<file path="config.mk">
export PLATFORM = sky130hd
export DESIGN_NAME = axi_lite_master
export DESIGN_NICKNAME = d
export VERILOG_FILES = /design/src/rtl/axi_lite_pkg.sv /design/src/rtl/axi_timeout_cnt.sv /design/src/rtl/axi_lite_master.sv
export SDC_FILE = /design/constraint.sdc
export NUM_CORES = 1
export LEC_CHECK = 0
export ABC_CLOCK_PERIOD_IN_PS = 2900
export CORE_ASPECT_RATIO = 0.8
export CORE_UTILIZATION = 42
export CTS_CLUSTER_SIZE = 8
export DETAILED_ROUTE_END_ITERATION = 6
export GPL_TIMING_DRIVEN = 0
export PLACE_DENSITY = 0.76
export SLEW_MARGIN = 25
export SYNTH_ARGS = -nofsm -noshare
export SYNTH_HDL_FRONTEND = slang
export SYNTH_SLANG_ARGS = --single-unit
</file>
<file path="constraint.sdc">
create_clock -name aclk -period 2.9 [get_ports aclk]
set_input_delay 0.435 -clock aclk [delete_from_list [all_inputs] [get_ports aclk]]
set_output_delay 0.435 -clock aclk [all_outputs]
set_load 0.01 [all_outputs]
</file>
<file path="src/rtl/axi_lite_pkg.sv">
// Shared types and constants for the single-outstanding AXI-lite master.
package axi_lite_pkg;

   typedef enum logic [2:0] {
      ST_IDLE,
      ST_WR_ADDR,
      ST_WR_DATA,
      ST_WR_RESP,
      ST_RD_ADDR,
      ST_RD_DATA,
      ST_RSP
   } state_e;

   localparam logic BRESP_OKAY      = 1'b0;
   localparam logic BRESP_ERR       = 1'b1;
   localparam int   DEFAULT_TIMEOUT = 64;

endpackage

</file>
<file path="src/rtl/axi_timeout_cnt.sv">
// Saturating handshake-wait counter; expired_o flags the last permitted wait cycle.
module axi_timeout_cnt #(
   parameter int TIMEOUT = 64
) (
   input  logic aclk,
   input  logic areset_n,
   input  logic clear_i,
   input  logic enable_i,
   output logic expired_o
);

   localparam int            CW      = $clog2(TIMEOUT);
   localparam logic [CW-1:0] CNT_MAX = CW'(TIMEOUT - 1);

   logic [CW-1:0] cnt_q;

   always_ff @(posedge aclk) begin
      if (!areset_n) begin
         cnt_q <= '0;
      end else if (clear_i) begin
         cnt_q <= '0;
      end else if (enable_i && (cnt_q != CNT_MAX)) begin
         cnt_q <= cnt_q + 1'b1;
      end
   end

   assign expired_o = (cnt_q == CNT_MAX);

endmodule

</file>
<file path="src/rtl/axi_lite_master.sv">
// Command/response to AXI-lite bridge: one transaction in flight, AW then W strictly
// sequential, every handshake wait bounded by TIMEOUT cycles.
module axi_lite_master
   import axi_lite_pkg::*;
#(
   parameter int ADDR_W  = 32,
   parameter int DATA_W  = 32,
   parameter int TIMEOUT = DEFAULT_TIMEOUT
) (
   input  logic              aclk,
   input  logic              areset_n,
   input  logic              cmd_valid,
   output logic              cmd_ready,
   input  logic              cmd_write,
   input  logic [ADDR_W-1:0] cmd_addr,
   input  logic [DATA_W-1:0] cmd_wdata,
   output logic              rsp_valid,
   input  logic              rsp_ready,
   output logic [DATA_W-1:0] rsp_rdata,
   output logic              rsp_err,
   output logic              rsp_timeout,
   output logic              wr_en,
   output logic              chip_en,
   output logic [ADDR_W-1:0] awaddr,
   output logic              awvalid,
   input  logic              awready,
   output logic [DATA_W-1:0] wdata,
   output logic              wvalid,
   input  logic              wready,
   input  logic              bvalid,
   input  logic              bresp,
   output logic              bready,
   output logic [ADDR_W-1:0] araddr,
   output logic              arvalid,
   input  logic              arready,
   input  logic [DATA_W-1:0] rdata,
   input  logic              rvalid,
   output logic              rready
);

   state_e            state_q;
   logic              cmd_ready_q;
   logic              rsp_valid_q;
   logic [DATA_W-1:0] rsp_rdata_q;
   logic              rsp_err_q;
   logic              rsp_timeout_q;
   logic              wr_en_q;
   logic              chip_en_q;
   logic [ADDR_W-1:0] awaddr_q;
   logic              awvalid_q;
   logic [DATA_W-1:0] wdata_q;
   logic              wvalid_q;
   logic              bready_q;
   logic [ADDR_W-1:0] araddr_q;
   logic              arvalid_q;
   logic              rready_q;

   logic              hs;
   logic              in_wait;
   logic              tmo_expired;

   // Handshake of whichever channel the current wait state is blocked on.
   always_comb begin
      hs      = 1'b0;
      in_wait = 1'b1;
      case (state_q)
         ST_WR_ADDR: hs = awvalid_q & awready;
         ST_WR_DATA: hs = wvalid_q & wready;
         ST_WR_RESP: hs = bvalid & bready_q;
         ST_RD_ADDR: hs = arvalid_q & arready;
         ST_RD_DATA: hs = rvalid & rready_q;
         default:    in_wait = 1'b0;
      endcase
   end

   axi_timeout_cnt #(
      .TIMEOUT(TIMEOUT)
   ) u_timeout (
      .aclk     (aclk),
      .areset_n (areset_n),
      .clear_i  (~in_wait | hs | tmo_expired),
      .enable_i (in_wait),
      .expired_o(tmo_expired)
   );

   always_ff @(posedge aclk) begin
      if (!areset_n) begin
         state_q       <= ST_IDLE;
         cmd_ready_q   <= 1'b1;
         rsp_valid_q   <= 1'b0;
         rsp_rdata_q   <= '0;
         rsp_err_q     <= 1'b0;
         rsp_timeout_q <= 1'b0;
         wr_en_q       <= 1'b1;
         chip_en_q     <= 1'b0;
         awaddr_q      <= '0;
         awvalid_q     <= 1'b0;
         wdata_q       <= '0;
         wvalid_q      <= 1'b0;
         bready_q      <= 1'b0;
         araddr_q      <= '0;
         arvalid_q     <= 1'b0;
         rready_q      <= 1'b0;
      end else if (in_wait && !hs && tmo_expired) begin
         // A handshake on the final wait cycle wins; only a silent slave aborts.
         awvalid_q     <= 1'b0;
         wvalid_q      <= 1'b0;
         bready_q      <= 1'b0;
         arvalid_q     <= 1'b0;
         rready_q      <= 1'b0;
         rsp_rdata_q   <= '0;
         rsp_err_q     <= 1'b1;
         rsp_timeout_q <= 1'b1;
         rsp_valid_q   <= 1'b1;
         state_q       <= ST_RSP;
      end else begin
         case (state_q)
            ST_IDLE: begin
               if (cmd_valid && cmd_ready_q) begin
                  cmd_ready_q <= 1'b0;
                  chip_en_q   <= 1'b1;
                  if (cmd_write) begin
                     awaddr_q  <= cmd_addr;
                     wdata_q   <= cmd_wdata;
                     awvalid_q <= 1'b1;
                     wr_en_q   <= 1'b0;
                     state_q   <= ST_WR_ADDR;
                  end else begin
                     araddr_q  <= cmd_addr;
                     arvalid_q <= 1'b1;
                     wr_en_q   <= 1'b1;
                     state_q   <= ST_RD_ADDR;
                  end
               end
            end
            ST_WR_ADDR: begin
               if (hs) begin
                  awvalid_q <= 1'b0;
                  wvalid_q  <= 1'b1;
                  state_q   <= ST_WR_DATA;
               end
            end
            ST_WR_DATA: begin
               if (hs) begin
                  wvalid_q <= 1'b0;
                  bready_q <= 1'b1;
                  state_q  <= ST_WR_RESP;
               end
            end
            ST_WR_RESP: begin
               if (hs) begin
                  bready_q      <= 1'b0;
                  rsp_err_q     <= (bresp == BRESP_ERR);
                  rsp_timeout_q <= 1'b0;
                  rsp_rdata_q   <= '0;
                  rsp_valid_q   <= 1'b1;
                  state_q       <= ST_RSP;
               end
            end
            ST_RD_ADDR: begin
               if (hs) begin
                  arvalid_q <= 1'b0;
                  rready_q  <= 1'b1;
                  state_q   <= ST_RD_DATA;
               end
            end
            ST_RD_DATA: begin
               if (hs) begin
                  rready_q      <= 1'b0;
                  rsp_rdata_q   <= rdata;
                  rsp_err_q     <= 1'b0;
                  rsp_timeout_q <= 1'b0;
                  rsp_valid_q   <= 1'b1;
                  state_q       <= ST_RSP;
               end
            end
            ST_RSP: begin
               if (rsp_ready) begin
                  rsp_valid_q <= 1'b0;
                  wr_en_q     <= 1'b1;
                  chip_en_q   <= 1'b0;
                  cmd_ready_q <= 1'b1;
                  state_q     <= ST_IDLE;
               end
            end
            default: state_q <= ST_IDLE;
         endcase
      end
   end

   assign cmd_ready   = cmd_ready_q;
   assign rsp_valid   = rsp_valid_q;
   assign rsp_rdata   = rsp_rdata_q;
   assign rsp_err     = rsp_err_q;
   assign rsp_timeout = rsp_timeout_q;
   assign wr_en       = wr_en_q;
   assign chip_en     = chip_en_q;
   assign awaddr      = awaddr_q;
   assign awvalid     = awvalid_q;
   assign wdata       = wdata_q;
   assign wvalid      = wvalid_q;
   assign bready      = bready_q;
   assign araddr      = araddr_q;
   assign arvalid     = arvalid_q;
   assign rready      = rready_q;

endmodule

</file>
# After elaboration in Yosys (flattened, before gate mapping)
# Cells that the tools add are included.
# word_totals
ff_bits	148
latch_bits	0
ramBits	0
rom_bits	0
in_bits	107
n_memories	0
# classes
addsub	1
multipliers	0
div	0
magnitude_cmp	0
eq_ne	26
n_shift	0
muxes	41
bitwise	11
n_reduce_logical	35
# ops
operator	n
32-bit 2-to-1 mux	2
32-bit case mux with 2 select lines	1
3-bit 2-to-1 mux	8
3-bit inequality test (second input constant)	7
1-bit case mux with 2 select lines	10
4-bit AND reduction	5
1-bit 2-to-1 mux	18
2-bit inequality test (second input constant)	9
3-bit case mux with 6 select lines	1
3-bit AND reduction	6
2-bit nonzero test	9
6-bit AND reduction	2
3-bit == test (second input constant)	3
6-bit by 1-bit adder with 6-bit output (second input constant)	1
3-bit by 2-bit == test with 1-bit output (second input constant)	2
6-bit == test (second input constant)	1
6-bit inequality test (second input constant)	1
3-bit nonzero test	2
2-bit OR reduction	3
1-bit bitwise AND	5
1-bit case mux with 5 select lines	1
5-bit OR reduction	1
1-bit logical AND	4
1-bit NOT	4
other kinds (7)	8

# Longest topological paths before layout
# logic_depth
word_depth	7
ltp_mapped	10

# Modules after synthesis
# A second synthesis with hierarchy kept.
# unflattened
hier_cells	644
area_unflattened_um2	5549.1
# by_module_without_submodules
mod	instances	cells_each	area_each_um2	seq_area_each_um2
axi_lite_master	1	611	5247.5	2842.7
axi_timeout_cnt	1	33	301.5	120.1

# Worst setup path after synthesis
# Ideal clock, no wire load.
# synth_timing
path_type	reg-to-reg
start	register state_q[2]
end	register rsp_rdata_q[0], in the netlist rsp_rdata[0]
setup_time_ps	117
arrival_ps	2039
required_ps	2783
setup_slack_ps	745
stages_incl_launch_ff	9
path_buffers	2
synth_period_minus_slack_ps	2155
path_cell_list	dfxtp_1 ha_1 o211ai_2 or4_1 buf_4 nand2_8 nor2_4 buf_6 a22o_1
# synth_between
elab_chain_cells	6
word_cells_on_any_way	17
# synth_lines
item	line	text
start, declared	axi_lite_master.sv:41	state_e state_q;
start signal, assigned	axi_lite_master.sv:88	state_q <= ST_IDLE;
start signal, assigned	axi_lite_master.sv:115	state_q <= ST_RSP;
start signal, assigned	axi_lite_master.sv:127	state_q <= ST_WR_ADDR;
3-bit == test, or another cell as far along	axi_lite_master.sv:66, axi_lite_master.sv:117	
1-bit case mux with 5 select lines / 5-bit OR reduction (equally long branches)	--	
1-bit logical NOT / 1-bit 2-to-1 mux (equally long branches)	axi_lite_master.sv:104, axi_lite_master.sv:66	
1-bit logical AND (2 in series)	axi_lite_master.sv:104	end else if (in_wait && !hs && tmo_expired) begin
2-bit OR reduction (no source line)	--	
end signal, assigned	axi_lite_master.sv:170	rsp_rdata_q <= rdata;
end, declared	axi_lite_master.sv:44	logic [DATA_W-1:0] rsp_rdata_q;
# Several ways; a longest one is shown, not always the timed one.
# A chain may end at the register's enable or synchronous reset.

# Worst setup path in the final report
# layout_timing
start	register state_q[1]
end	register awaddr_q[2], in the netlist awaddr[2]
# layout_between
elab_chain_cells	7
word_cells_on_any_way	14
# layout_lines
item	line	text
3-bit == test, or another cell as far along	axi_lite_master.sv:66	case (state_q)
1-bit case mux with 5 select lines / 5-bit OR reduction (equally long branches)	--	
1-bit logical NOT / 1-bit 2-to-1 mux (equally long branches)	axi_lite_master.sv:104, axi_lite_master.sv:66	
1-bit logical AND (2 in series)	axi_lite_master.sv:104	
1-bit NOT (no source line)	--	
4-bit AND reduction (no source line) *	--	
end signal, assigned	axi_lite_master.sv:123	awaddr_q <= cmd_addr;
end, declared	axi_lite_master.sv:49	logic [ADDR_W-1:0] awaddr_q;
# Every way passes the cells marked *; elsewhere a longest branch is shown, timed or not.

==> metrics <==
Tcrit/Tclk final 0.8853; worst slew pin tran 769.7 ps; H-tree Lvls 4; FFs w/ async S/R, synth 0; HPWL Detailed 13.74 mm; Iteration-0 DRC Markers approximately 320; CTS sink cnt roughly 150; Final Hold Fails 0; Synth top area share 0.5298; Worst path most repeated cell clkbuf_1; Commonest cells post-synth dfxtp_1 (148), nand2_1 (111), nand3_1 (102); vias in the first global route about 5,500; TritonCTS clock tree done; clock-pin slew of the registers on the worst-case setup and hold paths ~60 ps; total CTS buffers 17; drt drc 0; sequential area share after synthesis 0.5298; grt total ovfl 0; crit-path max cell delay ~400 ps; post-synthesis net count 752; number of top-level pins approximately 250; CP required roughly 3200 ps; Synth area leader dfxtp_1; prevailing post-synth register cell dfxtp_1; Starting Density 0.4330; full die area roughly 14,000 um2; drt wl/cell about 17 um; critical path arrival approximately 2900 ps; YS warnings 0; setup slack, reg-to-reg ~330 ps; first-pass GRT wire length between 20 and 30 mm; wirelength, routed between 15 and 20 mm; Clock Skew roughly 8.1 ps; die width approximately 130 um; unique cell type count in the Yosys netlist 49; vias per cell 5.254; critical path type flip-flop to flip-flop; ANT nets after route 0; Max clock buf depth 2; ANT cells 0; Post-synth EDFFs 0; die height around 110 um; cell with the most instances after synthesis dfxtp_1; Synth Register Bits about 150; count of pins over their slew limit 0; Tightest Hold Check Type primary input to flip-flop; largest net degree at the start of global routing 17; CP cell instances clkbuf_1 > nor2_1 > nand4_1 > nor3b_2 > buf_4 > clkbuf_1 > o21ai_0; f_max about 400 MHz; P per Cell Area between 600 and 700 nW/um2; hold slack approximately 430 ps; I/O Buffers between 200 and 250; vias post-DR between 5,000 and 6,000; P&R area growth vs syn 58.05%; Area contributors post-synth dfxtp_1 (53%), nand3_1 (9.1%), nand2_1 (7.4%); status completed; GRT Total Usage 0.2645; RSZ-0062 raised after global routing false; Max-slew headroom 0.4829; CORE AREA approximately 13,000 um2; Crit Path Max Fanout 10; P_leak ~3.2 nW; Net count, final ~1,000; Cell Area, Synth about 5600 um2; DP Worst Slack about 130 ps; Worst setup EP type flip-flop; TritonRoute pass-1 iters 4; share of layout cells above drive strength 1 0.06855; Fin Setup TNS 0 ps; fill count ~1,000; postcts setup bufs 0; syn avg cell area around 8.7 um2; Post-CTS Hold Buffers 0; CP startpoint kind flip-flop; clock root buffer master clkbuf_16; num rows 37; count of final setup violators 0; Worst Slack Setup Final 332.5 ps; Mapped Cells 643; min Tclk post-route between 2000 and 3000 ps; clock latency on the worst-skew pair 420 ps; initial antenna violation count 0; Final GP Congestion just over 0.8; VDD IR-drop max 475.7 uV; PostCTS Resize Cnt 0; Crit-path slowest cell dfxtp_1; Max Cap Viol 0
metrics by stage:
step	instance area (um2)	std cells	total power [W]	util
2_1_floorplan	5593	643	0.003052	-
3_3_place_gp	8254	1062	0.003743	0.6391
3_5_place_dp	8254	1062	0.003775	0.6391
4_1_cts	8840	1094	0.005941	0.6844
5_1_grt	8840	1094	0.006181	0.6844
6_report	8840	1094	0.005918	0.6844
cells by family after synthesis:
family,synth area share
AND/OR/NAND/NOR,0.2251
flip-flops,0.5298
adder cells (fa/ha/maj),0.004474
AO/OA/AOI/OAI,0.1855
buffers and inverters,0.05056
XOR/XNOR,0.004699
sequential cells by signal, indices dropped and copies added (netlist names), 3 cells and up:
signal and count:
rsp_rdata 32, araddr 32, state_q 3, wdata 32
awaddr 32, u_timeout.cnt_q 6
metal layers:
layer	track usage	share of wire	wire length (um)	vias to the layer above
met4	0.1437	0.040	725	0
met5	0	0	0	-
met1	0.3124	0.41	7410	2665
met2	0.4252	0.46	8398	237
met3	0.08223	0.089	1619	50
li1	-	-	-	2796
worst paths after layout:
check | start | end | cells past startpoint
worst max-delay path | state_q[1] | awaddr[2] | 7
worst min-delay path | areset_n | awvalid | 3
worst max register to register | state_q[1] | awaddr[2] | 7
worst min register to register | awaddr[26] | awaddr[26] | 2
layout make-up:
type / instances / area (um2) / area share
Buffer: 53 / 264.0 / 0.02987
Clock buffer: 20 / 456.7 / 0.05166
Clock inverter: 12 / 128.9 / 0.01458
Inverter: 5 / 18.77 / 0.002123
Multi-Input combinational cell: 437 / 2347 / 0.2655
Sequential cell: 148 / 2963 / 0.3352
Tap cell: 175 / 219.0 / 0.02477
Timing Repair Buffer: 244 / 2442 / 0.2763
report_power, final:
| group | total [W] | switching, W | leakage (nW) | internal [W] |
|---|---|---|---|---|
| combinational | 0.00139 | 0.000738 | 1.68 | 0.000653 |
| clock | 0.00217 | 0.000862 | 0.283 | 0.00131 |
| sequential | 0.00235 | 0.000123 | 1.20 | 0.00223 |
cells in the final DEF (no fill, tap or decap), types with 2 or more instances in the layout:
cell,n
clkdlybuf4s50_1,244
dfxtp_1,148
nand2_1,111
nand3_1,102
o21ai_0,80
a22o_1,32
clkbuf_1,31
o21ai_1,26
nor2_1,18
clkbuf_16,17
a21oi_1,14
buf_2,13
inv_1,5
buf_6,5
nand4_1,4
clkinv_2,4
buf_4,3
nand3b_1,3
nand2b_1,3
nor3_1,3
xor2_1,3
a211oi_1,3
a31oi_1,3
clkinvlp_4,3
nor3b_2,2
buf_1,2
o31ai_1,2
or3_1,2
ha_1,2
clkbuf_8,2
inv_6,2
bufinv_16,2
worst max-delay path, delay by kind of cell, from the launching register on:
kind,cells,cell delay [ps]
simple gates,3,990
flops,1,390
compound gates,1,170
buf+inv,3,870
(Power assumes the default switching activity.)
==> patch (same flow settings) <==
The parameter `DATA_W` goes from 32 to 48.
--- a/src/rtl/axi_lite_master.sv
+++ b/src/rtl/axi_lite_master.sv
@@ -4,7 +4,7 @@
    import axi_lite_pkg::*;
 #(
    parameter int ADDR_W  = 32,
-   parameter int DATA_W  = 32,
+   parameter int DATA_W  = 48,
    parameter int TIMEOUT = DEFAULT_TIMEOUT
 ) (
    input  logic              aclk,
Interface: changed (resized cmd_wdata, rdata, rsp_rdata and wdata); port bits go from 246 to 310. The function was not compared with the original's and may differ.
==> patch against the unedited design <==
Sequential power is 22% higher; sequential share of layout area down 0.95 points; setup slack got worse by 0.15 ns; clock skew is 0.0035 ns higher; fmax is 5.5% lower; power up 21%; sequential cell count up 32; synthesized area up 27%; design area up 25%; routed wire length grew 24%; critical path depth up 1; utilization shrank 1.4 points; critical endpoint is now rsp_rdata[43]; highest routed layer unchanged.
==> patch: results (changes against the unedited design) <==
Run status
  • Outcome: finished, final reports clean

Logic synthesis
  • Asr flop ratio synth: 0 (unchanged)
  • Yosys cell types: 47 (-4.1%)
  • Post-synth top cells: nand2_1, dfxtp_1, mux2i_1
  • Main synth FF type: dfxtp_1
  • Largest cells by area after synthesis: dfxtp_1, mux2i_1, nand2_1
  • Syn Nets: 907 (+21%)
  • Compound-cell area share of the yosys netlist: 0.101 (-0.0842)
  • Xor/xnor cell area share of the yosys netlist: 0.00494 (+0.000243)
  • Seq/Total Area, Yosys: 0.508 (-0.0215)
  • Syn Inst Count: 766 (+19%)
  • Mux cell area share after synthesis: 0.158 (+0.158)
  • Adder-cell share of the synthesized area: 0.00353 (-0.000945)
  • YS warnings: 0 (unchanged)

Cells and area
  • Post-layout net count: 1234 (+22%)
  • Share of layout cells above drive strength 1: 0.0552 (-0.0134)
  • Non-Filler Instances: 1326 (+21%)
  • Antenna Cells: 0 (unchanged)

Routing
  • Routed WL per cell: 16.9 um (+2.0%)
  • Post-DRT Antenna Nets: 0 (unchanged)
  • DR iter-0 viols: 466 (+44%)
  • Drt pass-1 iters: 5 (+1)
  • Vias per cell: 5.10 (-2.9%)

Critical path
  • Delay-heaviest family, CP: compound AO/OA/AOI/OAI gates
  • Arrival @ worst endpoint: 3.08 ns (+0.22 ns)
  • Worst stage delay on the critical path: 0.53 ns (+0.14 ns)
  • Critical-path top delay cell: o21ai_1

CTS
  • Root buffer cell: clkbuf_16
  • Post-CTS Resized: 0 (unchanged)
  • CTS clock-pin slew for the worst setup and hold paths: about 0.070 ns
  • Skew-Pair Late Insertion Delay: 0.44 ns (+0.02 ns)
  • H-tree depth: 4 (unchanged)

Global routing
  • Antenna violations before repair: 0 (unchanged)
  • Global-route wire length before repair: 34400 um (+24%)
  • Pin count of the biggest net entering global routing: 18 (+1)
  • Vias in the first global route: 6478 (+18%)
  • Gr usage total: 0.255 (-0.00913)

Placed design
  • Port buffer count: 308 (+26%)
  • Place WS: 0.220 ns (+0.0915 ns)
  • GP Congestion: 0.884 (+6.8%)
  • Hpwl dp: 16700 um (+22%)

Timing
  • Setup Skew: 0.0116 ns (+0.00352 ns)
  • Worst-Margin Slew: 0.631 ns (-0.139 ns)

Worst hold path
  • Worst hold path class: register to register

Power and ir drop
  • Static leakage: 4.20 nW (+33%)
  • Worst vdd ir: 412 uV (-13%)
## patch: kinds of logic after synthesis
family	after synthesis
AOI/OAI and AO/OA	92
buffers and inverters	72
xor gates and xnor gates	4
adders and majority gates	2
and+or+nand+nor	304
DFF	180
muxes	112
## patch: layout make-up
class | instances | area (um^2)
clock buffer | 19 | 453
inverter | 11 | 41.3
tap | 220 | 275
sequential | 180 | 3600
buffer | 61 | 318
fill | 1370 | 5440
clock inverter | 13 | 160
multi-input combinational | 514 | 3130
timing repair buffer | 308 | 3080
## patch: per-stage QoR
| stage | hold WS [ns] | instance area (um^2) |
|---|---|---|
| 6_report | 0.448 | 11100 |
| 2_1_floorplan | 0.418 | 7090 |
| 3_5_place_dp | 0.438 | 10400 |
| 4_1_cts | 0.453 | 11100 |
| 3_3_place_gp | 0.429 | 10400 |
| 5_1_grt | 0.470 | 11100 |
## patch: report_power, final
part,internal (W),switching (W),total (W)
logic,0.000976,0.000913,0.00189
registers,0.00272,0.000147,0.00287
clock network,0.00135,0.00106,0.00241
## patch: worst paths after layout
check	start	endpoint	slack [ns]	cells after the start
setup reg to reg	state_q[2]	rsp_rdata[43]	0.18	8
setup / recovery	state_q[2]	rsp_rdata[43]	0.18	8
hold / removal	u_timeout.cnt_q[0]	u_timeout.cnt_q[0]	0.45	1
hold reg to reg	u_timeout.cnt_q[0]	u_timeout.cnt_q[0]	0.45	1
## patch: metal layers
metal	wire, um	track usage	vias up
li1	-	-	3295
met1	9910	0.330	3167
met2	10200	0.392	266
met3	1880	0.0915	35
met4	461	0.0909	0
met5	0	0	-
